**config.mk**
```make
export PLATFORM = sky130hd
export DESIGN_NAME = fetch_stage
export DESIGN_NICKNAME = d
export VERILOG_FILES = /design/src/rtl/fetch_stage_pkg.sv /design/src/rtl/fetch_stage_inst_fifo.sv /design/src/rtl/fetch_stage.sv
export SDC_FILE = /design/constraint.sdc
export NUM_CORES = 1
export LEC_CHECK = 0
export CORE_UTILIZATION = 59
export CTS_CLUSTER_DIAMETER = 40
export DETAILED_ROUTE_END_ITERATION = 8
export MAX_ROUTING_LAYER = met4
export PLACE_DENSITY = 0.82
export RECOVER_POWER = 100
export SLEW_MARGIN = 10
export SYNTH_ARGS = -nofsm -noshare
export SYNTH_HDL_FRONTEND = slang
export SYNTH_SLANG_ARGS = --single-unit
```
**constraint.sdc**
```tcl
create_clock -name clk -period 12.72 [get_ports clk]
set_clock_uncertainty 0.05 [all_clocks]
set_input_delay 2.544 -clock clk [delete_from_list [all_inputs] [get_ports clk]]
set_output_delay 2.544 -clock clk [all_outputs]
set_load 0.02 [all_outputs]
```
**src/rtl/fetch_stage_pkg.sv**
```systemverilog
// Shared fetch/decode definitions: bubble word, reset vector default and the
// fetch-to-decode pipeline register bundle.
package fetch_stage_pkg;
  localparam logic [31:0] NOP_INST_WORD     = 32'h0000_0013;
  localparam logic [31:0] RESET_VECTOR_DFLT = 32'h0000_0000;
  localparam int          ID_INST_W         = 32;
  localparam int          ID_PC_W           = 32;
  localparam int          ID_ENTRY_W        = ID_INST_W + ID_PC_W;

  typedef struct packed {
    logic [ID_INST_W-1:0] inst;
    logic [ID_PC_W-1:0]   pc;
  } id_entry_t;

  typedef enum logic {
    ST_RUN   = 1'b0,
    ST_FLUSH = 1'b1
  } fetch_state_t;
endpackage

```
**src/rtl/fetch_stage_inst_fifo.sv**
```systemverilog
// Small power-of-two instruction buffer with push/pop/flush and occupancy count.
module inst_fifo
  import fetch_stage_pkg::*;
#(
  parameter int DEPTH = 2,
  parameter int W     = ID_ENTRY_W
) (
  input  logic                   clk,
  input  logic                   rst_n,
  input  logic                   flush,
  input  logic                   push,
  input  logic [W-1:0]           push_data,
  input  logic                   pop,
  output logic [W-1:0]           head,
  output logic [$clog2(DEPTH):0] count,
  output logic                   empty,
  output logic                   full
);
  localparam int AW = $clog2(DEPTH);

  logic [W-1:0]  mem [DEPTH];
  logic [AW-1:0] wr_ptr;
  logic [AW-1:0] rd_ptr;

  always_ff @(posedge clk) begin
    if (push && !flush) mem[wr_ptr] <= push_data;
  end

  always_ff @(posedge clk) begin
    if (!rst_n || flush) begin
      wr_ptr <= '0;
      rd_ptr <= '0;
      count  <= '0;
    end else begin
      if (push) wr_ptr <= wr_ptr + AW'(1);
      if (pop)  rd_ptr <= rd_ptr + AW'(1);
      count <= count + (AW+1)'(push) - (AW+1)'(pop);
    end
  end

  assign head  = mem[rd_ptr];
  assign empty = (count == '0);
  assign full  = (count == (AW+1)'(DEPTH));
endmodule

```
**src/rtl/fetch_stage.sv**
```systemverilog
// RV32I fetch stage: in-order imem requests, response buffering, stall hold and
// redirect flush with discard of stale in-flight responses.
//   state    | meaning
//   ST_RUN   | drop == 0, responses are buffered
//   ST_FLUSH | drop != 0, responses are stale and discarded
module fetch_stage
  import fetch_stage_pkg::*;
#(
  parameter logic [31:0] RESET_VECTOR = RESET_VECTOR_DFLT,
  parameter int          FIFO_DEPTH   = 2,
  parameter logic [31:0] NOP_INST     = NOP_INST_WORD
) (
  input  logic        clk,
  input  logic        rst_n,
  output logic        imem_req_valid,
  input  logic        imem_req_ready,
  output logic [31:0] imem_req_addr,
  input  logic        imem_resp_valid,
  input  logic [31:0] imem_resp_inst,
  input  logic        redirect_valid,
  input  logic [31:0] redirect_pc,
  input  logic        stall,
  output logic        id_valid,
  output logic [31:0] id_inst,
  output logic [31:0] id_reg_pc
);
  localparam int          AW      = $clog2(FIFO_DEPTH);
  localparam int          CW      = AW + 1;
  localparam logic [CW:0] DEPTH_L = (CW+1)'(FIFO_DEPTH);

  logic [31:0]   pc;
  logic [CW-1:0] pending, pending_nxt, drop, drop_nxt, fifo_count;
  logic [CW:0]   inflight;
  logic [31:0]   pcq [FIFO_DEPTH];
  logic [AW-1:0] pcq_wr, pcq_rd;
  fetch_state_t  state, state_nxt;
  logic          fire, discard, accept, pop_en, bypass;
  logic          fifo_push, fifo_pop, fifo_empty, fifo_full;
  id_entry_t     resp_entry, head, out_entry;

  assign inflight       = {1'b0, pending} + {1'b0, fifo_count};
  assign imem_req_valid = rst_n & ~redirect_valid & (inflight < DEPTH_L);
  assign imem_req_addr  = pc;
  assign fire           = imem_req_valid & imem_req_ready;

  // The request PC travels in its own queue so the response path needs no adder.
  assign resp_entry = '{inst: imem_resp_inst, pc: pcq[pcq_rd]};
  assign discard    = redirect_valid | (state == ST_FLUSH);
  assign accept     = imem_resp_valid & ~discard;
  assign pop_en     = ~redirect_valid & ~stall & (~fifo_empty | accept);
  assign bypass     = pop_en & fifo_empty;
  assign fifo_push  = accept & ~bypass & ~fifo_full;
  assign fifo_pop   = pop_en & ~fifo_empty;
  assign out_entry  = fifo_empty ? resp_entry : head;

  assign pending_nxt = pending + CW'(fire) - CW'(imem_resp_valid);

  always_comb begin
    drop_nxt = drop;
    if (redirect_valid)
      drop_nxt = pending_nxt;
    else if (state == ST_FLUSH && imem_resp_valid)
      drop_nxt = drop - CW'(1);
    state_nxt = (drop_nxt != '0) ? ST_FLUSH : ST_RUN;
  end

  always_ff @(posedge clk) begin
    if (!rst_n) begin
      state   <= ST_RUN;
      drop    <= '0;
      pending <= '0;
      pc      <= RESET_VECTOR;
      pcq_wr  <= '0;
      pcq_rd  <= '0;
    end else begin
      state   <= state_nxt;
      drop    <= drop_nxt;
      pending <= pending_nxt;
      if (redirect_valid) pc <= redirect_pc & ~32'h3;
      else if (fire)      pc <= pc + 32'd4;
      if (fire)            pcq_wr <= pcq_wr + AW'(1);
      if (imem_resp_valid) pcq_rd <= pcq_rd + AW'(1);
    end
  end

  always_ff @(posedge clk) begin
    if (fire) pcq[pcq_wr] <= pc;
  end

  always_ff @(posedge clk) begin
    if (!rst_n) begin
      id_valid  <= 1'b0;
      id_inst   <= NOP_INST;
      id_reg_pc <= '0;
    end else if (redirect_valid) begin
      id_valid <= 1'b0;
      id_inst  <= NOP_INST;
    end else if (stall) begin
      id_valid <= id_valid;
    end else if (pop_en) begin
      id_valid  <= 1'b1;
      id_inst   <= out_entry.inst;
      id_reg_pc <= out_entry.pc;
    end else begin
      id_valid <= 1'b0;
      id_inst  <= NOP_INST;
    end
  end

  inst_fifo #(
    .DEPTH (FIFO_DEPTH),
    .W     (ID_ENTRY_W)
  ) u_inst_fifo (
    .clk       (clk),
    .rst_n     (rst_n),
    .flush     (redirect_valid),
    .push      (fifo_push),
    .push_data (resp_entry),
    .pop       (fifo_pop),
    .head      (head),
    .count     (fifo_count),
    .empty     (fifo_empty),
    .full      (fifo_full)
  );
endmodule

```
; ---- Yosys cells after proc, flatten, opt, wreduce, memory -nomap -nowiden
; Memories as Yosys holds them, arrays and structs flattened. A register that Yosys moved wholly into a read port is not among the register bits.
; Index checks and enable logic that the tools add are counted.
[totals]
reg_bits = 108
memories = 2
word_cells = 73
out_inout_bits = 98
in_bits = 70
ram_bits = 192
[classes]
n_mux = 16
order_cmp = 1
n_bitwise = 19
n_eq_ne = 1
add_sub_neg = 11
reduce_logical = 10
[mem_list]
columns = name, depth, word_bits, read_ports, rd_ports_with_merged_regs, write_ports, line
row1 = u_inst_fifo.mem, 2, 64, 1, 1, 1, fetch_stage_inst_fifo.sv:21  ; logic [W-1:0] mem [DEPTH];
row2 = pcq, 2, 32, 1, 1, 1, fetch_stage.sv:34  ; logic [31:0] pcq [FIFO_DEPTH];
[ops]
columns = cell, count
row1 = $mux W32, 3
row2 = $mux W64, 1
row3 = $add A32 B3 Y32 const B, 1
row4 = $and A1 B1 Y1, 10
row5 = $mux W1, 10
row6 = $not A1 Y1, 7
row7 = $add A1 B1 Y1 const B, 4
row8 = $add A2 B1 Y2, 2
row9 = $mux W2, 2
row10 = $reduce_bool A2 Y1, 2
row11 = $sub A2 B1 Y2, 2
row12 = $add A2 B2 Y3, 1
row13 = $lt A3 B2 Y1 const B, 1
row14 = $reduce_and A3 Y1, 1
row15 = $eq A2 B2 Y1 const B, 1
row16 = $logic_and A1 B1 Y1, 2
row17 = $logic_not A1 Y1, 2
row18 = $logic_not A2 Y1, 1
row19 = $or A1 B1 Y1, 2
row20 = $reduce_or A2 Y1, 1
row21 = $sub A2 B1 Y2 const B, 1
row22 = $logic_or A1 B1 Y1, 1

; ---- Longest topological paths before layout
[logic_depth]
depth_word = 12
depth_mapped = 13
ltp_nobuf = 12

; ---- Hierarchy
; From an unflattened synthesis, not the netlist that was laid out.
[hier_totals]
cells_unflattened = 910
hier_area_um2 = 12519.5
[modules_own_cells]
columns = mod, seq_area_each_um2, cells_per_inst, instances, area_per_inst_um2
row1 = fetch_stage, 3863.7, 688, 1, 7370.8
row2 = inst_fifo, 3943.8, 222, 1, 5148.7

; ---- Worst setup path before layout
; Ideal clock, no wire load.
[synth_timing]
path_type = in2out
start = input redirect_valid
end = output imem_req_valid
t_arrival_ns = 3.702
slack_ns = 6.424
path_stages = 4
n_path_buf = 2
required_time_ns = 10.126
path_cell_list = clkbuf_1 > nand2b_1 > clkbuf_1 > nor3_1
[synth_between]
elab_chain_cells = 3
[synth_lines]
columns = element, line
row1 = start: declaration, fetch_stage.sv:20  ; input logic redirect_valid,
row2 = $not A1 Y1 (no line), --
row3 = $and A1 B1 Y1 (2 in a row), fetch_stage.sv:42  ; assign imem_req_valid = rst_n & ~redirect_valid & (inflight < DEPTH_L);
row4 = end: declaration, fetch_stage.sv:15  ; output logic imem_req_valid,
; Every way passes these cells.

; ---- Worst setup path in the final report
; Same ends and word-level chain as after synthesis.

==> flow_results.xml <==
<?xml version="1.0" encoding="UTF-8"?>
<metrics>
  <group name="setup_path">
    <metric name="criticalPathCategory" unit="">in -&gt; out</metric>
    <metric name="r2r.worst_path.cells" unit="">6</metric>
    <metric name="cp.arrival" unit="ps">6440</metric>
    <metric name="worst-path-max-fanout" unit="">40</metric>
    <metric name="worst_path_dominant_cell_family" unit="">buffers and inverters</metric>
    <metric name="cp_cell_sequence" unit="">dlygate4sd3_1 -&gt; clkbuf_1 -&gt; nand2b_1 -&gt; nor3_1 -&gt; dlygate4sd3_1</metric>
    <metric name="worst-r2r-setup-slack" unit="ps">7660</metric>
    <metric name="largest_stage_delay_on_the_critical_path" unit="ps">1350</metric>
    <metric name="critPathLaunchType" unit="">input pin</metric>
    <metric name="crit_slowest_cell" unit="">sky130_fd_sc_hd__nand2b_1</metric>
    <metric name="timing.rr.start" unit="">u_inst_fifo.count[0]$_SDFF_PP0_</metric>
    <metric name="r2r-end" unit="">pcq[0][16]$_DFFE_PP_</metric>
    <metric name="critical_path.n_buffers_inverters" unit="">3</metric>
    <metric name="worst_ep_required_time" unit="ps">10130</metric>
    <metric name="critPathCaptureType" unit="">output pin</metric>
    <metric name="crit_top_cell" unit="">sky130_fd_sc_hd__dlygate4sd3_1</metric>
  </group>
  <group name="placement">
    <metric name="routabilityCongestion" unit="">0.829</metric>
    <metric name="dp.final_hpwl" unit="µm">16200</metric>
    <metric name="buffer_ports.inserted" unit="">161</metric>
    <metric name="cell_area_reported_after_detailed_placement" unit="µm²">13700</metric>
  </group>
  <group name="floorplan">
    <metric name="num_rows" unit="">51</metric>
    <metric name="floorplan.die.height" unit="µm">144</metric>
    <metric name="core_area" unit="µm²">19600</metric>
    <metric name="num_io_pins" unit="">168</metric>
    <metric name="die_width" unit="µm">144</metric>
    <metric name="floorplan.initialDensity" unit="">0.605</metric>
    <metric name="die-area" unit="µm²">20600</metric>
  </group>
  <group name="hold_path">
    <metric name="min_from" unit="">id_reg_pc[12]$_SDFFE_PN0P_</metric>
    <metric name="timing.hold.worst_path_depth" unit="">2</metric>
    <metric name="worst_hold_path.endpoint" unit="">id_reg_pc[12]$_SDFFE_PN0P_</metric>
    <metric name="min_path_type" unit="">reg -&gt; reg</metric>
  </group>
  <group name="sta">
    <metric name="max-slew-margin-rel" unit="">-1.52</metric>
    <metric name="final-max-slew-violation-count" unit="">437</metric>
    <metric name="final.min_clock_period" unit="ps">9040</metric>
    <metric name="max_freq" unit="MHz">111</metric>
    <metric name="finalSetupTns" unit="ps">0</metric>
    <metric name="worst_hold_slack" unit="ps">403</metric>
    <metric name="hold_violations" unit="">0</metric>
    <metric name="finalSetupViolations" unit="">0</metric>
    <metric name="worstMarginPinSlew" unit="ps">3790</metric>
    <metric name="finalCritPeriodShare" unit="">0.710</metric>
    <metric name="rsz0062_at_grt" unit="">no</metric>
  </group>
  <group name="logic_synthesis">
    <metric name="synth_async_reset_ratio" unit="">0</metric>
    <metric name="syn_area" unit="µm²">11800</metric>
    <metric name="number_of_synthesized_register_bits" unit="">290</metric>
    <metric name="post-synth-top-count-cell" unit="">sky130_fd_sc_hd__edfxtp_1</metric>
    <metric name="synth_flop_cell" unit="">sky130_fd_sc_hd__edfxtp_1</metric>
    <metric name="post-synth-top-area-cell" unit="">sky130_fd_sc_hd__edfxtp_1</metric>
    <metric name="synth_top_cells_by_count" unit="">sky130_fd_sc_hd__edfxtp_1 (184), sky130_fd_sc_hd__nand2_1 (139), sky130_fd_sc_hd__dfxtp_1 (106)</metric>
    <metric name="number_of_cells_produced_by_synthesis" unit="">962</metric>
    <metric name="yosys.cell_types.count" unit="">62</metric>
    <metric name="synth_edf_count" unit="">184</metric>
    <metric name="post-synth-top-area-fraction" unit="">0.467</metric>
    <metric name="part_of_the_yosys_area_used_for_sequential_elements" unit="">0.646</metric>
    <metric name="number_of_warning_messages_in_the_yosys_log" unit="">0</metric>
    <metric name="postSynthAreaPerCell" unit="µm²">12.3</metric>
    <metric name="synth_top_cells_by_area" unit="">sky130_fd_sc_hd__edfxtp_1 (47%), sky130_fd_sc_hd__dfxtp_1 (18%), sky130_fd_sc_hd__mux2i_1 (5.3%)</metric>
  </group>
  <group name="route">
    <metric name="detailroute.via_count" unit="">8405</metric>
    <metric name="drt_drc_violations_left" unit="">0</metric>
    <metric name="post_drt_wl_per_cell" unit="µm">19.5</metric>
    <metric name="postRouteWirelength" unit="µm">27200</metric>
    <metric name="vias_per_cell" unit="">6.03</metric>
    <metric name="drt_iter0_markers" unit="">543</metric>
    <metric name="detail_route.first_pass.iterations" unit="">5</metric>
    <metric name="detail-route-antenna-nets" unit="">0</metric>
  </group>
  <group name="cts">
    <metric name="post-cts-setup-buffer-count" unit="">0</metric>
    <metric name="path_clk_slew" unit="ps">60</metric>
    <metric name="clock_tree_from_tritoncts" unit="">yes</metric>
    <metric name="cts.repair.resized" unit="">0</metric>
    <metric name="htreeDepth" unit="">1</metric>
    <metric name="clk_root_buffer_cell" unit="">sky130_fd_sc_hd__clkbuf_16</metric>
    <metric name="cts_hold_buf" unit="">0</metric>
    <metric name="clock_path_buffers" unit="">3</metric>
    <metric name="clock_sink_count" unit="">290</metric>
    <metric name="worst_skew_pair.late_latency" unit="ps">550</metric>
    <metric name="cts-buffers-inserted" unit="">31</metric>
  </group>
  <group name="global_routing">
    <metric name="grt_overflow" unit="">0</metric>
    <metric name="grt_start_max_net_pins" unit="">108</metric>
    <metric name="grt_first_pass_wirelength" unit="µm">42400</metric>
    <metric name="number_of_global_route_vias_before_repair" unit="">8210</metric>
    <metric name="grt_antenna_before_repair" unit="">0</metric>
    <metric name="track_usage" unit="">0.273</metric>
  </group>
  <group name="power">
    <metric name="p_leak" unit="nW">4.89</metric>
    <metric name="max-vdd-ir-drop" unit="mV">0.114</metric>
    <metric name="power_per_cell_area" unit="nW/µm²">145</metric>
  </group>
  <group name="run">
    <metric name="max_cap_violations" unit="">10</metric>
  </group>
  <group name="layout">
    <metric name="post_route_cells_drive_above_1_share" unit="">0.0559</metric>
    <metric name="nets" unit="">1179</metric>
    <metric name="final_instance_area" unit="µm²">14600</metric>
    <metric name="flow.area_growth_from_synthesis" unit="%">23.5</metric>
  </group>
  <group name="run_status">
    <metric name="failed_checks" unit="">max-capacitance violations, max-slew violations</metric>
    <metric name="run_status" unit="">finished with violations</metric>
  </group>
</metrics>
==> sequential cells by signal (all words and copies together) (netlist names), named ones only <==
register / flops
imem_req_addr: 30
id_reg_pc: 30
u_inst_fifo.mem: 124
drop: 2
u_inst_fifo.wr_ptr: 1
u_inst_fifo.rd_ptr: 1
pcq: 60
id_valid: 1
u_inst_fifo.count: 2
state: 1
pending: 2
pcq_rd: 1
pcq_wr: 1
id_inst: 32
==> cell families after synthesis <==
family          Yosys count  synth area share
compound gates          210             0.117
xor+xnor                 14            0.0115
fa+ha+maj                 6           0.00697
buf+inv                  87            0.0296
flops                   290             0.646
mux                      94            0.0827
other cells               1          0.000317
simple gates            260             0.106
==> cells in the final DEF (no fill, tap or decap), drive strengths merged, types with 6 or more instances in the layout <==
master         instances
mux2i                 63
or4                    7
xor2                   6
xnor2                  7
nand2                139
and4                   7
clkinv                10
clkbuf                51
nand4                 18
a211o                 14
a21oi                 70
inv                   18
a211oi                 7
a31oi                 18
and3                   8
mux2                  31
nor2                  25
and2                   7
o21ai                 16
dfxtp                106
o211ai                57
nand3                 16
dlygate4sd3          128
nor3                  11
edfxtp               184
clkdlybuf4s50         33
==> report_power, final <==
group	switching [mW]	internal (mW)
registers	0.0254	1.03
logic	0.100	0.0679
clock network	0.357	0.529
==> per-layer routing <==
layer | global-route usage | vias up | share of wire
met5 | - | - | 0
met4 | 0.0801 | 0 | 0.019
met3 | 0.0417 | 41 | 0.073
met2 | 0.445 | 378 | 0.48
met1 | 0.356 | 4094 | 0.42
li1 | - | 3892 | -
==> worst reg2reg max path: cells and delay by family (launching register included) <==
kind	cells	cell delay, ps
AND/OR/NAND/NOR	4	3240
flip-flops	1	550
adder cells (fa/ha/maj)	1	460
buffers and inverters	1	320
==> metrics by stage <==
step                power (mW)   util  setup slack (ps)  cells
floorplan                 1.17      -              6420    965
global placement          1.25  0.698              4790   1335
detailed placement        1.26  0.698              4850   1335
CTS                       2.13  0.750              4830   1393
global route              2.18  0.746              3290   1393
finish                    2.11  0.747              3680   1394
==> layout make-up <==
cell class	count	area, µm²
Sequential cell	290	7650
Fill cell	1236	4970
Multi-Input combinational cell	588	3870
Timing Repair Buffer	175	1680
Clock buffer	42	847
Tap cell	265	332
Clock inverter	16	175
Inverter	17	63.8
Antenna cell	1	2.50
==> how the worst max path moves through the flow <==
stage          cells past startpoint              to           start  slack, ps
2_1_floorplan                      4  imem_req_valid  redirect_valid       6420
3_3_place_gp                       4  imem_req_valid           rst_n       4790
3_5_place_dp                       4  imem_req_valid           rst_n       4850
4_1_cts                            4  imem_req_valid           rst_n       4830
5_1_grt                            5  imem_req_valid  redirect_valid       3290
6_report                           5  imem_req_valid  redirect_valid       3680
(Power assumes the default switching activity.)
